$ cat src/rtl/simple_cpu_pkg.sv
// ---------------------------------------------------------------------------
// simple_cpu_pkg
// Shared definitions for the 8-bit accumulator CPU sequencer:
//   - opcode byte values (OP_NOP .. OP_HLT)
//   - ALU operation encodings driven on alu_op
//   - sequencer state enum
//   - instruction decode helpers
// ---------------------------------------------------------------------------
package simple_cpu_pkg;

   localparam logic [7:0] OP_NOP  = 8'h00;
   localparam logic [7:0] OP_LDI  = 8'h01;
   localparam logic [7:0] OP_ADDI = 8'h02;
   localparam logic [7:0] OP_SUBI = 8'h03;
   localparam logic [7:0] OP_ANDI = 8'h04;
   localparam logic [7:0] OP_LDA  = 8'h05;
   localparam logic [7:0] OP_STA  = 8'h06;
   localparam logic [7:0] OP_JMP  = 8'h07;
   localparam logic [7:0] OP_JZ   = 8'h08;
   localparam logic [7:0] OP_HLT  = 8'hFF;

   localparam logic [1:0] ALU_PASS = 2'b00;
   localparam logic [1:0] ALU_ADD  = 2'b01;
   localparam logic [1:0] ALU_SUB  = 2'b10;
   localparam logic [1:0] ALU_AND  = 2'b11;

   typedef enum logic [2:0] {
      ST_IDLE,
      ST_FETCH_OP,
      ST_FETCH_ARG,
      ST_MEM_ACC,
      ST_EXECUTE,
      ST_HALTED
   } state_e;

   // Execute-time view of an opcode held in IR.
   typedef struct packed {
      logic       mem_acc;   // LDA/STA: needs a data-memory access
      logic       acc_wr;    // writes the accumulator in EXECUTE
      logic [1:0] alu_op;
      logic       is_jmp;
      logic       is_jz;
      logic       is_hlt;
      logic       illegal;   // undefined opcode, runs as NOP
   } dec_t;

   // Opcodes 0x01..0x08 carry a one-byte argument after the opcode.
   function automatic logic op_has_arg(input logic [7:0] op);
      return (op >= OP_LDI) && (op <= OP_JZ);
   endfunction

   function automatic dec_t decode(input logic [7:0] op);
      dec_t d;
      d        = '0;
      d.alu_op = ALU_PASS;
      case (op)
         OP_NOP:  d.illegal = 1'b0;
         OP_LDI:  d.acc_wr  = 1'b1;
         OP_ADDI: begin d.acc_wr = 1'b1; d.alu_op = ALU_ADD; end
         OP_SUBI: begin d.acc_wr = 1'b1; d.alu_op = ALU_SUB; end
         OP_ANDI: begin d.acc_wr = 1'b1; d.alu_op = ALU_AND; end
         OP_LDA:  begin d.acc_wr = 1'b1; d.mem_acc = 1'b1; end
         OP_STA:  d.mem_acc = 1'b1;
         OP_JMP:  d.is_jmp  = 1'b1;
         OP_JZ:   d.is_jz   = 1'b1;
         OP_HLT:  d.is_hlt  = 1'b1;
         default: d.illegal = 1'b1;
      endcase
      return d;
   endfunction

endpackage

$ cat src/rtl/simple_cpu_seq_if.sv
// ---------------------------------------------------------------------------
// simple_cpu_seq_if
// Request/acknowledge memory port between the sequencer (master) and the
// instruction/data memory (slave).
//   req   : request, held until ack
//   we    : 1 = write, 0 = read
//   addr  : request address
//   wdata : write data
//   rdata : read data, valid in the ack cycle
//   ack   : completes the current request
// ---------------------------------------------------------------------------
interface simple_cpu_seq_if #(
   parameter int DATA_W = 8,
   parameter int ADDR_W = 8
);
   logic              req;
   logic              we;
   logic [ADDR_W-1:0] addr;
   logic [DATA_W-1:0] wdata;
   logic [DATA_W-1:0] rdata;
   logic              ack;

   modport master (output req, we, addr, wdata, input rdata, ack);
   modport slave  (input req, we, addr, wdata, output rdata, ack);
endinterface

$ cat src/rtl/simple_cpu_seq.sv
// ---------------------------------------------------------------------------
// simple_cpu_seq
// Fetch/decode/execute sequencer for the 8-bit accumulator CPU. Owns PC and
// IR, fetches over a req/ack memory port and drives the accumulator datapath.
// Ports:
//   clk, rst_n        : clock, asynchronous active-low reset
//   start             : pulse, starts execution from IDLE or HALTED
//   mem               : memory port (master side)
//   acc_q, acc_zero   : accumulator value and zero flag from the datapath
//   alu_op, operand   : ALU control and B operand
//   acc_we            : one-cycle accumulator write pulse
//   pc                : program counter
//   halted, illegal   : HALTED state flag, sticky undefined-opcode flag
// ---------------------------------------------------------------------------
module simple_cpu_seq
   import simple_cpu_pkg::*;
#(
   parameter int                DATA_W   = 8,
   parameter int                ADDR_W   = 8,
   parameter logic [ADDR_W-1:0] RESET_PC = '0
) (
   input  logic                clk,
   input  logic                rst_n,
   input  logic                start,
   simple_cpu_seq_if.master    mem,
   input  logic [DATA_W-1:0]   acc_q,
   input  logic                acc_zero,
   output logic [1:0]          alu_op,
   output logic [DATA_W-1:0]   operand,
   output logic                acc_we,
   output logic [ADDR_W-1:0]   pc,
   output logic                halted,
   output logic                illegal
);

   state_e            state_q, state_d;
   logic [ADDR_W-1:0] pc_q, pc_d;
   logic [7:0]        ir_q, ir_d;
   logic [DATA_W-1:0] arg_q, arg_d;       // raw argument byte (imm or address)
   logic [DATA_W-1:0] opnd_q, opnd_d;     // ALU B operand (imm or loaded data)
   logic [DATA_W-1:0] wdata_q, wdata_d;   // STA data, frozen on MEM_ACC entry
   logic              illegal_q, illegal_d;

   dec_t dec_ir;
   assign dec_ir = decode(ir_q);

   always_comb begin
      state_d   = state_q;
      pc_d      = pc_q;
      ir_d      = ir_q;
      arg_d     = arg_q;
      opnd_d    = opnd_q;
      wdata_d   = wdata_q;
      illegal_d = illegal_q;
      mem.req   = 1'b0;
      mem.we    = 1'b0;
      mem.addr  = '0;
      acc_we    = 1'b0;

      case (state_q)
         ST_IDLE, ST_HALTED: begin
            if (start) begin
               pc_d    = RESET_PC;
               state_d = ST_FETCH_OP;
            end
         end

         ST_FETCH_OP: begin
            mem.req  = 1'b1;
            mem.addr = pc_q;
            if (mem.ack) begin
               ir_d    = mem.rdata[7:0];
               pc_d    = pc_q + 1'b1;
               // Branch on the byte arriving now; IR only holds it next cycle.
               state_d = op_has_arg(mem.rdata[7:0]) ? ST_FETCH_ARG : ST_EXECUTE;
            end
         end

         ST_FETCH_ARG: begin
            mem.req  = 1'b1;
            mem.addr = pc_q;
            if (mem.ack) begin
               arg_d  = mem.rdata;
               opnd_d = mem.rdata;
               pc_d   = pc_q + 1'b1;
               if (dec_ir.mem_acc) begin
                  // Freeze the store data so it cannot move during wait states.
                  wdata_d = acc_q;
                  state_d = ST_MEM_ACC;
               end else begin
                  state_d = ST_EXECUTE;
               end
            end
         end

         ST_MEM_ACC: begin
            mem.req  = 1'b1;
            mem.we   = (ir_q == OP_STA);
            mem.addr = ADDR_W'(arg_q);
            if (mem.ack) begin
               if (ir_q == OP_LDA) opnd_d = mem.rdata;
               state_d = ST_EXECUTE;
            end
         end

         ST_EXECUTE: begin
            acc_we = dec_ir.acc_wr;
            if (dec_ir.is_jmp || (dec_ir.is_jz && acc_zero)) pc_d = ADDR_W'(arg_q);
            if (dec_ir.illegal) illegal_d = 1'b1;
            state_d = dec_ir.is_hlt ? ST_HALTED : ST_FETCH_OP;
         end

         default: state_d = ST_IDLE;
      endcase
   end

   always_ff @(posedge clk or negedge rst_n) begin
      if (!rst_n) begin
         state_q   <= ST_IDLE;
         pc_q      <= RESET_PC;
         ir_q      <= '0;
         arg_q     <= '0;
         opnd_q    <= '0;
         wdata_q   <= '0;
         illegal_q <= 1'b0;
      end else begin
         state_q   <= state_d;
         pc_q      <= pc_d;
         ir_q      <= ir_d;
         arg_q     <= arg_d;
         opnd_q    <= opnd_d;
         wdata_q   <= wdata_d;
         illegal_q <= illegal_d;
      end
   end

   assign mem.wdata = wdata_q;
   // IR resets to NOP, so alu_op idles at PASS.
   assign alu_op    = dec_ir.alu_op;
   assign operand   = opnd_q;
   assign pc        = pc_q;
   assign halted    = (state_q == ST_HALTED);
   assign illegal   = illegal_q;

endmodule

$ cat src/flat_wrapper.sv
// flat-port wrapper written by rule: the top's interface ports become plain ports
module simple_cpu_seq_flat import simple_cpu_pkg::*;
#(
   parameter int                DATA_W   = 8,
   parameter int                ADDR_W   = 8,
   parameter logic [ADDR_W-1:0] RESET_PC = '0
)
  (clk, rst_n, start, acc_q, acc_zero, alu_op, operand, acc_we, pc, halted, illegal, mem_req, mem_we, mem_addr, mem_wdata, mem_rdata, mem_ack);
  simple_cpu_seq_if #(.DATA_W(DATA_W), .ADDR_W(ADDR_W)) mem_i ();
  input  logic clk;
  input  logic rst_n;
  input  logic start;
  input  logic [DATA_W-1:0] acc_q;
  input  logic acc_zero;
  output logic [1:0] alu_op;
  output logic [DATA_W-1:0] operand;
  output logic acc_we;
  output logic [ADDR_W-1:0] pc;
  output logic halted;
  output logic illegal;
  output wire logic [$bits(mem_i.req)-1:0] mem_req;
  output wire logic [$bits(mem_i.we)-1:0] mem_we;
  output wire logic [$bits(mem_i.addr)-1:0] mem_addr;
  output wire logic [$bits(mem_i.wdata)-1:0] mem_wdata;
  input wire logic [$bits(mem_i.rdata)-1:0] mem_rdata;
  input wire logic [$bits(mem_i.ack)-1:0] mem_ack;
  assign mem_req = mem_i.req;
  assign mem_we = mem_i.we;
  assign mem_addr = mem_i.addr;
  assign mem_wdata = mem_i.wdata;
  assign mem_i.rdata = mem_rdata;
  assign mem_i.ack = mem_ack;
  simple_cpu_seq #(.DATA_W(DATA_W), .ADDR_W(ADDR_W), .RESET_PC(RESET_PC)) u_core (.clk(clk), .rst_n(rst_n), .start(start), .mem(mem_i), .acc_q(acc_q), .acc_zero(acc_zero), .alu_op(alu_op), .operand(operand), .acc_we(acc_we), .pc(pc), .halted(halted), .illegal(illegal));
endmodule
$ cat config.mk
export PLATFORM = sky130hd
export DESIGN_NAME = simple_cpu_seq_flat
export DESIGN_NICKNAME = d
export VERILOG_FILES = /design/src/rtl/simple_cpu_pkg.sv /design/src/rtl/simple_cpu_seq_if.sv /design/src/rtl/simple_cpu_seq.sv /design/src/flat_wrapper.sv
export SDC_FILE = /design/constraint.sdc
export NUM_CORES = 1
export LEC_CHECK = 0
export ABC_AREA = 1
export CAP_MARGIN = 20
export CORE_MARGIN = 2
export CORE_UTILIZATION = 40
export DETAILED_ROUTE_END_ITERATION = 8
export MAX_ROUTING_LAYER = met4
export PLACE_DENSITY = 0.65
export SETUP_SLACK_MARGIN = 0.05
export SLEW_MARGIN = 15
export SYNTH_ARGS = -nofsm -noshare
export SYNTH_HDL_FRONTEND = slang
export SYNTH_SLANG_ARGS = --single-unit
$ cat constraint.sdc
create_clock -name clk -period 3.4 [get_ports clk]
set_input_delay 0.51 -clock clk [delete_from_list [all_inputs] [get_ports clk]]
set_output_delay 0.51 -clock clk [all_outputs]
set_load 0.01 [all_outputs]
# Yosys cells after proc, flatten, opt, wreduce, memory -nomap -nowiden

Cells that the tools add are included.

Divide/modulo/power cells: 0
$add $sub $neg: 1
$lt $le $gt $ge: 2
Shifts and indexed selects: 0
Mux-type cells: 26
Reductions and logical operators: 20
Bitwise operators: 1
Equal/unequal tests: 21
$mul: 0

Operators with widths:

| kind                                                                             | number |
|---|---|
| 8-bit two-way mux                                                                | 6 |
| 8-bit by 3-bit == test with 1-bit output, second input constant                  | 4 |
| 8-bit case mux with 2 select lines                                               | 2 |
| 8-bit case mux with 3 select lines                                               | 1 |
| 3-bit two-way mux                                                                | 7 |
| 8-bit by 2-bit == test with 1-bit output, second input constant                  | 2 |
| 3-bit case mux with 5 select lines                                               | 1 |
| 4-bit AND reduction                                                              | 3 |
| 10-bit OR reduction                                                              | 1 |
| 8-bit by 1-bit adder with 8-bit output, second input constant                    | 1 |
| 8-bit by 1-bit == test with 1-bit output, second input constant                  | 1 |
| 8-bit by 4-bit == test with 1-bit output, second input constant                  | 1 |
| 8-bit == test, second input constant                                             | 1 |
| 8-bit by 1-bit >= comparator with 1-bit output, second input constant            | 1 |
| 8-bit by 4-bit less-or-equal comparator with 1-bit output, second input constant | 1 |
| 8-bit zero test                                                                  | 1 |
| 1-bit two-way mux                                                                | 8 |
| 2-bit != test, second input constant                                             | 4 |
| 3-bit by 2-bit == test with 1-bit output, second input constant                  | 2 |
| 3-bit == test, second input constant                                             | 2 |
| 2-bit by 1-bit != test with 1-bit output, second input constant                  | 3 |
| 2-bit case mux with 3 select lines                                               | 1 |
| 2-bit AND reduction                                                              | 3 |
| 2-bit OR reduction                                                               | 3 |
| other kinds (10)                                                                 | 11 |

Word-level logic and storage cells: 78
Input bits: 21
Memory bits (writable): 0
Flip-flop bits (word level): 44
Memories: 0
Output and inout bits: 39
Memory bits (read-only): 0
Bits in latches: 0

# Longest topological paths before layout

Depth after elaboration: 6
Gate-level depth with buffers: 9
Depth with buffers taken out: 9

# Worst setup path before layout

Ideal clock, no wire load.

Kind: reg2out
From: register u_core.state_q[2]
To: output mem_addr[1]
Stages on the path, launching flop included: 6
Data arrival time: 1345 ps
Slack: 1545 ps
Data required time: 2890 ps
Buffers on the path: 0
Cells stage by stage: dfrtp_1 nor2_2 inv_1 nor2_1 clkinv_1 o21ai_0

Cells in the longest elaborated chain, start to end: 3
Elaborated cells between the ends (all ways): 5
Those cells by class: eq/ne (3); mux (1); reduce/logical (1)

Ends and longest elaborated chain:

| element                                                                                              | RTL line              | text |
|---|---|---|
| start: declaration                                                                                   | simple_cpu_seq.sv:36  | `state_e state_q, state_d;` |
| start signal: assignment                                                                             | simple_cpu_seq.sv:127 | `state_q <= state_d;` |
| 3-bit by 1-bit == test with 1-bit output or 3-bit by 2-bit == test with 1-bit output (tied branches) | simple_cpu_seq.sv:60  | `case (state_q)` |
| 2-bit OR reduction (no line)                                                                         | --                    |  |
| 8-bit case mux with 2 select lines *                                                                 | simple_cpu_seq.sv:60  |  |
| end: declaration                                                                                     | flat_wrapper.sv:23    | `output wire logic [$bits(mem_i.addr)-1:0] mem_addr;` |

Every way passes the cells marked *; elsewhere a longest branch is shown, timed or not.

# Worst setup path after layout

Ends and elaborated chain as after synthesis.

==> flow_metrics.env <==
export IMPL_path_delay_family="buffers and inverters"
export IMPL_cp_arrival_ps=2400
export IMPL_setup_tns_ps=0
export IMPL_cts_buffers=5
export IMPL_die_y_um=82.1
export IMPL_start_util_pct=41.2
export IMPL_grt_pass1_wl_um=10100
export IMPL_root_buffer="clkbuf_8"
export IMPL_ys_warn_count=0
export IMPL_diodes=0
export IMPL_post_cts_buffers=0
export IMPL_critPathMaxFanout=9
export IMPL_core_area_um2=5920
export IMPL_ys_flop_type="dfrtp_1"
export IMPL_ys_ff_latch=44
export IMPL_rrSetupSlack_ps=1770
export IMPL_cts_sinks=44
export IMPL_synth_edf_count=0
export IMPL_fp_dieArea_um2=6740
export IMPL_ys_seq_area_share_pct=45.1
export IMPL_insertion_delay_ps=300
export IMPL_worstMarginPinSlew_ps=429
export IMPL_hold_viol=0
export IMPL_antenna_found_initial=0
export IMPL_viasPerCell=4.89
export IMPL_rr_startpoint="u_core.ir_q[4]"
export IMPL_critPathLaunchType="flip-flop"
export IMPL_area_delta_synth_final_pct=32.2
export IMPL_crit_buf_inv=3
export IMPL_crit_required_ps=2890
export IMPL_finish_utilization_pct=54.5
export IMPL_nets=425
export IMPL_overflow=0
export IMPL_grt_max_degree=45
export IMPL_async_flop_share_pct=100
export IMPL_die_w_um=82.1
export IMPL_dpl_hpwl_um=4550
export IMPL_rows=28
export IMPL_track_usage_pct=20.2
export IMPL_slew_headroom_pct=71.4
export IMPL_syn_num_nets=361
export IMPL_cts_clk_slew_worst_paths_ps=90
export IMPL_outcome="finished clean"
export IMPL_port_buffers=59
export IMPL_power_density_nw_per_um2=724
export IMPL_final_antenna_net_count=0
export IMPL_cpPeakStageDelay_ps=570
export IMPL_hp_class="in2async"
export IMPL_cts_resized=0
export IMPL_place_congestion=0.876
export IMPL_syn_mean_instance_area_um2=7.20
export IMPL_rsz0062_at_grt="no"
export IMPL_power_leakage_nw=1.56
export IMPL_drt_pass1_iter_count=4
export IMPL_drc=0
export IMPL_ctsHoldBuffers=0
export IMPL_cts_tree="done"
export IMPL_drt_total_wl_um=6050
export IMPL_path_class="reg2out"
export IMPL_clockBufferDepth=2
export IMPL_finalMaxSlewViolations=0
export IMPL_grt_pass1_vias=2215
export IMPL_drt_iter0_markers=88
export IMPL_pin_count=60
export IMPL_timing_final_crit_share_pct=85.5
export IMPL_whs_ps=134
export IMPL_worstPathCellList="nor2_2 -> inv_1 -> nor2_1 -> clkinv_1 -> o21ai_0 -> clkdlybuf4s50_1"
export IMPL_via_count=2344
export IMPL_synthCells=339
export IMPL_layout_min_cycle_time_ps=2910
export IMPL_slowest_stage="clkdlybuf4s50_1"
export IMPL_fmax_mhz=344
export IMPL_ir_drop_mv=0.297
export IMPL_ys_types=25
export IMPL_skew_ps=7.19
export IMPL_critPathLaunch="u_core.state_q[2]"
export IMPL_setup_violations=0
export IMPL_htreeDepth=2
export IMPL_end_kind="output pin"
export IMPL_drive_above_1_share_pct=7.18
export IMPL_cap_violations=0
export IMPL_wl_per_cell_um=12.6
export IMPL_netlist_area_um2=2440
-- report_power, final --
| part | total [W] | switching, W | internal, W |
|---|---|---|---|
| clock network | 0.000402 | 0.000184 | 0.000217 |
| logic | 0.00106 | 0.000601 | 0.000458 |
| registers | 0.000874 | 0.000173 | 0.000701 |
| total | 0.00233 | 0.000958 | 0.00138 |
-- area by class of cell --
| class | instances | area (um2) |
|---|---|---|
| clock buffers | 5 | 68.8 |
| clock inverters | 3 | 42.5 |
| fillers | 610 | 2690 |
| inverters | 46 | 173 |
| multi-input cells | 245 | 1130 |
| flip-flops and latches | 44 | 1100 |
| well taps | 75 | 93.8 |
| repair buffers | 61 | 613 |
-- per-layer routing --
| layer | track usage [%] | part of all wire [%] | vias up |
|---|---|---|---|
| met5 | - | 0 | - |
| met3 | 3.26 | 4.2 | 6 |
| met1 | 26.0 | 48 | 1074 |
| li1 | - | - | 1202 |
| met2 | 32.3 | 47 | 62 |
| met4 | 7.33 | 1.2 | 0 |
-- registers in the layout, indices dropped and copies added (netlist names) --
register          cells
u_core.arg_q          8
u_core.illegal        1
u_core.ir_q           8
u_core.mem.wdata      8
u_core.operand        8
u_core.pc             8
u_core.state_q        3
-- kinds of logic after synthesis --
family | after synthesis | synth area share, %
and+or+nand+nor | 200 | 36.4
DFF | 44 | 45.1
adders and majority gates | 1 | 0.512
AOI/OAI and AO/OA | 44 | 9.53
buffers and inverters | 50 | 8.41
-- final timing paths --
check | to | cells past startpoint
max | mem_addr[1] | 6
min | u_core.illegal | 1
max reg2reg | u_core.mem.wdata[6] | 8
min reg2reg | u_core.illegal | 2
max in group asynchronous | u_core.pc[6] | 2
min in group clk | u_core.illegal | 2
-- placed cells by master (no fill, tap or decap) --
master / n
o21ai_0: 26
clkinvlp_4: 1
clkinv_1: 1
nand4_1: 1
clkbuf_8: 5
nand3_2: 2
buf_12: 1
nand2_2: 4
o22ai_1: 7
nand2_4: 2
nand3_1: 32
a21oi_1: 3
inv_2: 3
a21oi_2: 1
nor3_1: 1
nand3b_1: 2
clkdlybuf4s50_1: 58
inv_1: 42
buf_2: 1
ha_1: 1
nand2_1: 125
buf_4: 1
nor2_4: 2
nor2_8: 1
o21ai_1: 7
bufinv_16: 1
nor2_1: 25
clkinv_2: 1
nor2_2: 2
dfrtp_1: 44
nand3_4: 1
-- cell usage after synthesis, types with 3 or more instances --
cell type / number / area share [%]
dfrtp_1: 44 / 45
nand2_1: 125 / 19
inv_2: 3 / 0.46
nand2_2: 4 / 1.0
o22ai_1: 7 / 1.8
nand3_1: 32 / 6.6
nor2_1: 25 / 3.8
o21ai_1: 7 / 1.4
inv_1: 42 / 6.5
a21oi_1: 3 / 0.61
o21ai_0: 26 / 5.3
-- stage by stage --
step | worst slack (ps) | area (um2) | std cells | total power [W]
detailed placement | 805 | 3100 | 470 | 0.00194
floorplan | 1550 | 2440 | 339 | 0.00151
CTS | 467 | 3210 | 478 | 0.00235
global route | 296 | 3230 | 479 | 0.00255
finish | 493 | 3230 | 479 | 0.00233
global placement | 911 | 3100 | 470 | 0.00194
No activity file was read; power rests on OpenSTA's default activity.
